$ cat src/rtl/delay_fifo_ctrl_pkg.sv
// Shared types and helpers for the delay-buffer streaming controller.
package delay_fifo_ctrl_pkg;

  // Controller operating modes.
  typedef enum logic [1:0] {
    IDLE  = 2'd0,
    RUN   = 2'd1,
    FLUSH = 2'd2
  } state_t;

  // Width needed to hold a word count from 0 up to and including depth.
  function automatic int count_width(input int depth);
    return $clog2(depth + 1);
  endfunction

endpackage

$ cat src/rtl/delay_fifo_ctrl_if.sv
// Bundle of stream, status and buffer-side signals around the controller.
// The slave modport is the controller's view; master is the surrounding system
// (producer, consumer and the attached shift buffer).
interface delay_fifo_ctrl_if
  import delay_fifo_ctrl_pkg::*;
#(
  parameter int DEPTH = 8,
  parameter int BITS  = 64
) ();

  localparam int CW = count_width(DEPTH);

  logic            in_valid;
  logic            in_ready;
  logic [BITS-1:0] in_data;
  logic            out_valid;
  logic            out_ready;
  logic [BITS-1:0] out_data;
  logic            flush;
  logic            busy;
  logic [CW-1:0]   count;
  logic            buf_en;
  logic [BITS-1:0] buf_d;
  logic [BITS-1:0] buf_q;

  modport slave (
    input  in_valid, in_data, out_ready, flush, buf_q,
    output in_ready, out_valid, out_data, busy, count, buf_en, buf_d
  );

  modport master (
    output in_valid, in_data, out_ready, flush, buf_q,
    input  in_ready, out_valid, out_data, busy, count, buf_en, buf_d
  );

endinterface

$ cat src/rtl/delay_fifo_ctrl_vld_tag_pipe.sv
// One-bit tag shift register running alongside the external data buffer.
// A set tag marks a stage holding a real word; index DEPTH-1 is the output.
module vld_tag_pipe #(
  parameter int DEPTH = 8
) (
  input  logic             clk,
  input  logic             rst,
  input  logic             en,
  input  logic             tag_in,
  output logic [DEPTH-1:0] vld
);

  logic [DEPTH-1:0] vld_r;

  // Shift tags toward the output stage in lockstep with the buffer.
  always_ff @(posedge clk or posedge rst) begin
    if (rst) begin
      vld_r <= '0;
    end else if (en) begin
      vld_r <= {vld_r[DEPTH-2:0], tag_in};
    end else begin
      vld_r <= vld_r;
    end
  end

  assign vld = vld_r;

endmodule

$ cat src/rtl/delay_fifo_ctrl.sv
// Turns an external shift-on-enable delay buffer into a valid/ready stream
// element: owns the shift enable, tracks real words with a tag pipe, applies
// backpressure and drains the buffer with bubbles on flush.
module delay_fifo_ctrl
  import delay_fifo_ctrl_pkg::*;
#(
  parameter int DEPTH = 8,
  parameter int BITS  = 64
) (
  input logic              clk,
  input logic              rst,
  delay_fifo_ctrl_if.slave bus
);

  localparam int CW = count_width(DEPTH);
  localparam logic [CW-1:0] CNT_ZERO = {CW{1'b0}};
  localparam logic [CW-1:0] CNT_ONE  = {{(CW-1){1'b0}}, 1'b1};

  state_t           state_r;
  logic [CW-1:0]    count_r;
  logic             busy_r;
  logic [DEPTH-1:0] vld_s;

  logic             flushing_s;
  logic             shift_ok_s;
  logic             in_ready_s;
  logic             in_fire_s;
  logic             out_valid_s;
  logic             out_fire_s;
  logic             buf_en_s;
  logic             tag_in_s;
  logic [BITS-1:0]  buf_d_s;
  logic [CW-1:0]    count_nxt_s;

  // Handshake, shift enable and next-count derivation from registered state.
  always_comb begin
    flushing_s  = (state_r == FLUSH);
    // The buffer may shift unless a real word sits at the output unconsumed.
    shift_ok_s  = !vld_s[DEPTH-1] || bus.out_ready;
    in_ready_s  = !flushing_s && shift_ok_s;
    in_fire_s   = bus.in_valid && in_ready_s;
    // Offer the output only when a shift is pending, so an out fire is
    // always accompanied by buf_en and the word actually leaves the buffer.
    out_valid_s = vld_s[DEPTH-1] && ((bus.in_valid && !flushing_s) || flushing_s);
    out_fire_s  = out_valid_s && bus.out_ready;
    buf_en_s    = shift_ok_s && (in_fire_s || flushing_s);

    if (in_fire_s) begin
      buf_d_s  = bus.in_data;
      tag_in_s = 1'b1;
    end else begin
      buf_d_s  = {BITS{1'b0}};
      tag_in_s = 1'b0;
    end

    case ({in_fire_s, out_fire_s})
      2'b10:   count_nxt_s = count_r + CNT_ONE;
      2'b01:   count_nxt_s = count_r - CNT_ONE;
      default: count_nxt_s = count_r;
    endcase
  end

  // Mode FSM with registered word count and busy flag.
  always_ff @(posedge clk or posedge rst) begin
    if (rst) begin
      state_r <= IDLE;
      count_r <= CNT_ZERO;
      busy_r  <= 1'b0;
    end else begin
      count_r <= count_nxt_s;
      case (state_r)
        IDLE, RUN: begin
          if (count_nxt_s == CNT_ZERO) begin
            // Also covers a flush request while empty: nothing to drain.
            state_r <= IDLE;
            busy_r  <= 1'b0;
          end else if (bus.flush) begin
            state_r <= FLUSH;
            busy_r  <= 1'b1;
          end else begin
            state_r <= RUN;
            busy_r  <= 1'b0;
          end
        end
        FLUSH: begin
          if (count_nxt_s == CNT_ZERO) begin
            state_r <= IDLE;
            busy_r  <= 1'b0;
          end else begin
            state_r <= FLUSH;
            busy_r  <= 1'b1;
          end
        end
        default: begin
          state_r <= IDLE;
          busy_r  <= 1'b0;
        end
      endcase
    end
  end

  vld_tag_pipe #(
    .DEPTH (DEPTH)
  ) u_vld_tag_pipe (
    .clk    (clk),
    .rst    (rst),
    .en     (buf_en_s),
    .tag_in (tag_in_s),
    .vld    (vld_s)
  );

  assign bus.in_ready  = in_ready_s;
  assign bus.out_valid = out_valid_s;
  assign bus.out_data  = bus.buf_q;
  assign bus.busy      = busy_r;
  assign bus.count     = count_r;
  assign bus.buf_en    = buf_en_s;
  assign bus.buf_d     = buf_d_s;

endmodule

$ cat src/flat_wrapper.sv
// flat-port wrapper written by rule: the top's interface ports become plain ports
module delay_fifo_ctrl_flat import delay_fifo_ctrl_pkg::*;
#(
  parameter int DEPTH = 8,
  parameter int BITS  = 64
)
  (clk, rst, bus_in_valid, bus_in_data, bus_out_ready, bus_flush, bus_buf_q, bus_in_ready, bus_out_valid, bus_out_data, bus_busy, bus_count, bus_buf_en, bus_buf_d);
  delay_fifo_ctrl_if #(.DEPTH(DEPTH), .BITS(BITS)) bus_i ();
  input logic clk;
  input logic rst;
  input wire logic [$bits(bus_i.in_valid)-1:0] bus_in_valid;
  input wire logic [$bits(bus_i.in_data)-1:0] bus_in_data;
  input wire logic [$bits(bus_i.out_ready)-1:0] bus_out_ready;
  input wire logic [$bits(bus_i.flush)-1:0] bus_flush;
  input wire logic [$bits(bus_i.buf_q)-1:0] bus_buf_q;
  output wire logic [$bits(bus_i.in_ready)-1:0] bus_in_ready;
  output wire logic [$bits(bus_i.out_valid)-1:0] bus_out_valid;
  output wire logic [$bits(bus_i.out_data)-1:0] bus_out_data;
  output wire logic [$bits(bus_i.busy)-1:0] bus_busy;
  output wire logic [$bits(bus_i.count)-1:0] bus_count;
  output wire logic [$bits(bus_i.buf_en)-1:0] bus_buf_en;
  output wire logic [$bits(bus_i.buf_d)-1:0] bus_buf_d;
  assign bus_i.in_valid = bus_in_valid;
  assign bus_i.in_data = bus_in_data;
  assign bus_i.out_ready = bus_out_ready;
  assign bus_i.flush = bus_flush;
  assign bus_i.buf_q = bus_buf_q;
  assign bus_in_ready = bus_i.in_ready;
  assign bus_out_valid = bus_i.out_valid;
  assign bus_out_data = bus_i.out_data;
  assign bus_busy = bus_i.busy;
  assign bus_count = bus_i.count;
  assign bus_buf_en = bus_i.buf_en;
  assign bus_buf_d = bus_i.buf_d;
  delay_fifo_ctrl #(.DEPTH(DEPTH), .BITS(BITS)) u_core (.clk(clk), .rst(rst), .bus(bus_i));
endmodule
$ cat config.mk
export PLATFORM = sky130hd
export DESIGN_NAME = delay_fifo_ctrl_flat
export DESIGN_NICKNAME = d
export VERILOG_FILES = /design/src/rtl/delay_fifo_ctrl_pkg.sv /design/src/rtl/delay_fifo_ctrl_if.sv /design/src/rtl/delay_fifo_ctrl_vld_tag_pipe.sv /design/src/rtl/delay_fifo_ctrl.sv /design/src/flat_wrapper.sv
export SDC_FILE = /design/constraint.sdc
export NUM_CORES = 1
export LEC_CHECK = 0
export ABC_AREA = 1
export CORE_AREA = 2 2 104 106
export CTS_BUF_LIST = sky130_fd_sc_hd__clkbuf_4 sky130_fd_sc_hd__clkbuf_8 sky130_fd_sc_hd__clkbuf_16
export CTS_CLUSTER_SIZE = 14
export DETAILED_ROUTE_END_ITERATION = 8
export DIE_AREA = 0 0 106 108
export PLACE_DENSITY_LB_ADDON = 0.25
export SETUP_SLACK_MARGIN = 0.02
export SYNTH_ARGS = -nofsm -noshare
export SYNTH_HDL_FRONTEND = slang
export SYNTH_SLANG_ARGS = --single-unit
$ cat constraint.sdc
create_clock -name clk -period 4.5 [get_ports clk]
set_input_delay 0.45 -clock clk [delete_from_list [all_inputs] [get_ports clk]]
set_output_delay 0.45 -clock clk [all_outputs]
set_load 0.02 [all_outputs]
==> run summary, run 1 <==
TritonCTS Buffers: 3
First-pass GRT wire length: 9050 um
Most common cell after layout, fill and taps aside: clkdlybuf4s50_1
Syn Inst Count: 297
Synth Warn #: 0
Top-area cell type share of the netlist area: 0.277
CTS clk-pin slew, worst paths: 0.06 ns
Clk buf depth: 2
DRT Pass-1 Iters: 4
Setup TNS: 0 ns
Net Sw Frac: 0.469
HP Class: reg2reg
Number of max-cap violations: 0
P_leak: 1.47 nW
Crit end category: output port
Clock Latency Late Sink: 0.24 ns
Max-slew headroom: 0.635
DRT met1 WL: 2260 um
Worst Setup SP: bus_out_ready
DRC Markers: 0
Vias in the first global route: 1,686
Most frequent cells in the layout: 140 x clkdlybuf4s50_1, 77 x inv_1, 71 x nor2_1
Dpl hpwl: 5210 um
RSZ-0062 raised after global routing: no
Multi-input logic area: 568 um^2
Grt ovf: 0
Vias/cell: 3.52
Mapped Area: 1760 um^2
Layout area overhead: 62.2%
TritonCTS clock tree: yes
Fin nets: 508
Comb pwr share: 0.724
Met2 Wirelength: 2910 um
# resized after CTS: 0
Hold path startpoint: u_core.u_vld_tag_pipe.vld[0]
Worst VDD drop: 0.358 mV
Max Freq: 322 MHz
Cts hold-fix bufs: 0
Wirelength per Cell: 12.2 um
Full die area: 11,400 um^2
Post-CTS Setup Inserts: 0
Total GRT Usage: 0.0986
Final total power: 0.00126 W
Area of placed instances: 2800 um^2
Period minus WS final: 3.10 ns
Initial Utilization: 0.172
Fillers: 1,129
Clk network pwr share: 0.096
Num rows: 37
Number of antenna violations at the first check in global routing: 0
Slew @ Worst Pin: 0.547 ns
Fin util: 0.279
Status: finished clean
Cell area after layout: 2850 um^2
Final worst setup slack: 1.40 ns
Crit path required time: 4.05 ns
Seq/Total Area, Yosys: 0.199
Register area: 350 um^2
WS Path Type: in2out
Reg-to-reg startpoint: u_core.bus.busy
Sequential Power Share: 0.180
Clock root cell: clkbuf_8
Pin count of the biggest net entering global routing: 46
# IOs: 269
Share of cells above drive strength 1: 0.0350
Post-place setup slack: 1.31 ns
Syn avg cell area: 5.92 um^2
Yosys top cell by area: buf_4
Htree depth: 1
Port-buffer cells: 140
Die Y: 108 um
Core area: 10,200 um^2
# diodes: 0
Period utilisation layout: 0.690
Pwr/cell area: 443 nW/um^2
Layout Skew: 0.00204 ns
Max Slew Vio Count: 0
Flops & latches, synth: 14
WL final: 6180 um
Worst Path Max Fanout: 45
Internal: 0.000672 W
Final hold violation count: 0
Routed vias: 1,785
WL met3: 961 um
Top sig layer: met4
DRT iter0 DRCs: 70
Dominant cells by area after synthesis: buf_4 28%, dfrtp_1 20%, inv_1 16%, nor2_1 15%, nand2_1 8.5%
Placer Congestion: 0.699
Post-synth net total: 433
# clock sinks: 14
Crit path DAT: 2.65 ns
Switch Pwr: 0.000593 W
# setup viols final: 0
Post-synth cell types: 18
Final ANT Viol Nets: 0
CP Launch Type: input port
Die Span X: 106 um
[worst max-delay path, cell delays in order]
cell	delay, ns
clkdlybuf4s50_1	0.43
o21ai_1	0.16
inv_2	0.06
nand2_2	0.36
buf_4	0.47
nor2_1	0.12
clkdlybuf4s50_1	0.57
[path summary, 6_finish.rpt]
path | end | slack, ns | depth (start not counted)
max in group asynchronous | u_core.bus.count[2] | 3.59 | 2
min in group asynchronous | u_core.bus.count[3] | 0.55 | 2
worst min register to register | u_core.u_vld_tag_pipe.vld[0] | 0.48 | 2
worst max-delay path | bus_buf_d[1] | 1.40 | 7
worst min-delay path | u_core.u_vld_tag_pipe.vld[0] | 0.48 | 2
worst max register to register | u_core.bus.busy | 1.74 | 15
[cell families (layout without fill, tap and decap cells)]
family | Yosys count | after routing | share of synthesized area
buffers and inverters | 151 | 225 | 0.479
AND/OR/NAND/NOR | 122 | 122 | 0.276
flip-flops | 14 | 14 | 0.199
AO/OA/AOI/OAI | 5 | 5 | 0.0142
adder cells (fa/ha/maj) | 3 | 3 | 0.0213
XOR/XNOR | 2 | 2 | 0.00996
[through the flow]
step	hold WS [ns]	std cells
floorplan	0.339	297
global placement	0.457	503
detailed placement	0.464	503
CTS	0.479	507
global route	0.503	507
finish	0.480	507
[sequential cells by signal (all words and copies together), names as in the netlist]
name	count
u_core.bus.busy	1
u_core.state_r	1
u_core.bus.count	4
u_core.u_vld_tag_pipe.vld	8
[Yosys cell counts]
master	number
nand2_2	2
nor2_2	1
o21ai_1	3
buf_2	2
dfrtp_1	14
nor3b_1	1
buf_6	4
nand3_1	5
xnor2_1	2
nand2_1	40
o21ai_0	2
buf_4	65
nor2_4	1
ha_1	3
inv_1	77
inv_2	3
nor2_1	71
or2_0	1
[power by group through the flow]
stage	logic [W]	clock network [W]	registers (W)
after floorplan	0.000592	0	0.000245
after global placement	0.000925	0	0.000230
after detailed placement	0.000925	0	0.000230
after CTS	0.000930	0.000124	0.000228
after global routing	0.000997	0.000133	0.000237
final	0.000915	0.000121	0.000228
[metal layers]
metal,global-route usage,vias to the layer above
met4,0.0207,0
met1,0.106,737
met5,0,-
li1,-,903
met3,0.0597,8
met2,0.167,137
[cell type report]
| cell class | count | area share |
|---|---|---|
| Multi-Input combinational cell | 132 | 0.199 |
| Inverter | 80 | 0.105 |
| Tap cell | 136 | 0.0596 |
| Timing Repair Buffer | 141 | 0.494 |
| Sequential cell | 14 | 0.123 |
| Clock buffer | 4 | 0.0193 |
(Power assumes the default switching activity.)
==> run 2, diff against run 1 <==
- clock period: 4.5 -> 2.68 ns (I/O delays scaled with it)
==> run 2 against run 1 <==
Routed wire length grew 0.28%. Via count grew 0.22%. Register-to-register slack lost 1.4 ns. Clock skew is essentially flat. Flip-flop and latch count is the same. Clock power grew 69%. Clock-buffer cell count is the same. Critical path type is now reg2out.
==> run summary, run 2 (synthesis results as in run 1) <==
DRC Markers: 0 (unchanged)
# setup viols final: 0 (unchanged)
Final ANT Viol Nets: 0 (unchanged)
CP Launch Type: register
First-pass GRT wire length: 9300 um (+2.8%)
RSZ-0062 raised after global routing: no
Htree depth: 1 (unchanged)
Crit end category: output port
Num rows: 37 (unchanged)
Most frequent cells in the layout: 140 x clkdlybuf4s50_1, 77 x inv_1, 71 x nor2_1
Die Span X: 106 um (unchanged)
Status: finished clean
Layout Skew: 0.00220 ns (+0.000153 ns)
TritonCTS clock tree: yes
Clk buf depth: 2 (unchanged)
Max-slew headroom: 0.625 (-0.0101)
# clock sinks: 14 (unchanged)
HP Class: in2async
Number of flip-flops under the largest register name: 8 (unchanged)
DRT iter0 DRCs: 59 (-16%)
DRT Pass-1 Iters: 4 (unchanged)
# diodes: 0 (unchanged)
Final total power: 0.00215 W (+70%)
TritonCTS Buffers: 3 (unchanged)
Max Freq: 411 MHz
R2R Setup Slk: 0.36 ns (-1.38 ns)
WL final: 6200 um (+0.28%)
Most common cell after layout, fill and taps aside: clkdlybuf4s50_1
WS Path Type: reg2out
Core area: 10,200 um^2 (unchanged)
Pin count of the biggest net entering global routing: 32 (-30%)
Hold WS: 0.372 ns (-0.108 ns)
Area of placed instances: 2820 um^2 (+0.80%)
Final hold violation count: 0 (unchanged)
Pwr/cell area: 745 nW/um^2 (+68%)
Routed vias: 1,789 (+0.22%)
Total GRT Usage: 0.102 (+0.00330)
Layout area overhead: 63.7%
Die Y: 108 um (unchanged)
R2R Path End: u_core.bus.busy
Max Slew Vio Count: 0 (unchanged)
Placer Congestion: 0.760 (+8.8%)
Period minus WS final: 2.43 ns
# IOs: 269 (unchanged)
Full die area: 11,400 um^2 (unchanged)
Crit path DAT: 2.16 ns (-0.49 ns)
R2r worst-path depth: 16 (+1)
Vias in the first global route: 1,773 (+5.2%)
Slew @ Worst Pin: 0.562 ns (+0.0151 ns)
Fin nets: 511 (+0.59%)
Initial Utilization: 0.172 (unchanged)
Port-buffer cells: 140 (unchanged)
Worst VDD drop: 0.442 mV (+23%)
CTS clk-pin slew, worst paths: 0.06 ns (about the same)
Dpl hpwl: 5330 um (+2.2%)
Clock root cell: clkbuf_8
Worst Path Max Fanout: 22 (-51%)
Grt ovf: 0 (unchanged)
Share of cells above drive strength 1: 0.0455 (+0.0104)
Number of max-cap violations: 0 (unchanged)
Crit path required time: 2.41 ns (-1.64 ns)
P_leak: 1.48 nW (+1.1%)
Period utilisation layout: 0.907
Cell area after layout: 2880 um^2 (+0.96%)
Number of antenna violations at the first check in global routing: 0 (unchanged)
Wirelength per Cell: 12.2 um (-0.31%)
Clock Latency Late Sink: 0.24 ns (about the same)
Cts hold-fix bufs: 0 (unchanged)
Setup TNS: 0 ns (unchanged)
Reg-to-reg startpoint: u_core.bus.busy
Vias/cell: 3.51 (-0.37%)
run 2: worst max-delay path by stage:
stage / from / endpoint / slack, ns / cells past startpoint
final: u_core.bus.busy / bus_buf_d[46] / 0.25 / 10
after global routing: u_core.bus.busy / bus_buf_d[53] / 0.05 / 10
after CTS: u_core.bus.busy / u_core.state_r[0] / 0.20 / 16
after detailed placement: bus_in_valid / u_core.state_r[0] / 0.03 / 15
after global placement: bus_in_valid / u_core.bus.busy / 0.08 / 15
after floorplan: u_core.bus.busy / u_core.state_r[0] / 0.18 / 19
run 2: critical path, stage by stage (launching register included):
cell and delay (ns):
dfrtp_1 0.37, inv_1 0.07, nor2_2 0.11, inv_2 0.05
o21ai_1 0.09, inv_2 0.06, nand2_2 0.07, buf_4 0.20
buf_4 0.27, nor2_1 0.07, clkdlybuf4s50_1 0.55
run 2: layout make-up:
type / instances / area (um^2)
clock buffers: 4 / 55.1
multi-input cells: 132 / 573
fillers: 1122 / 7350
flip-flops and latches: 14 / 350
inverters: 80 / 300
well taps: 136 / 170
repair buffers: 144 / 1430
run 2: per-layer routing:
layer  up-vias  share of wire  global-route usage
met4         0         0.0076              0.0263
met1       741           0.37               0.110
met2       128           0.49               0.176
li1        910              -                   -
met5         -              0                   0
met3        10           0.14              0.0536
run 2: where the power goes:
group	switching (W)	internal, W
clock network	0.0000749	0.000130
registers	0.0000709	0.000309
logic	0.000852	0.000709
total	0.000998	0.00115
run 2: timing repair:
action	4_1_cts	5_1_grt
setup endpoints to repair	0	2
setup buffers	0	0
gates resized for setup	0	1
run 2: stage by stage:
step | cells | setup slack (ns) | util
2_1_floorplan | 297 | 0.182 | -
3_3_place_gp | 506 | 0.0785 | 0.276
3_5_place_dp | 506 | 0.0326 | 0.276
4_1_cts | 510 | 0.201 | 0.281
5_1_grt | 510 | 0.0512 | 0.282
6_report | 510 | 0.249 | 0.282
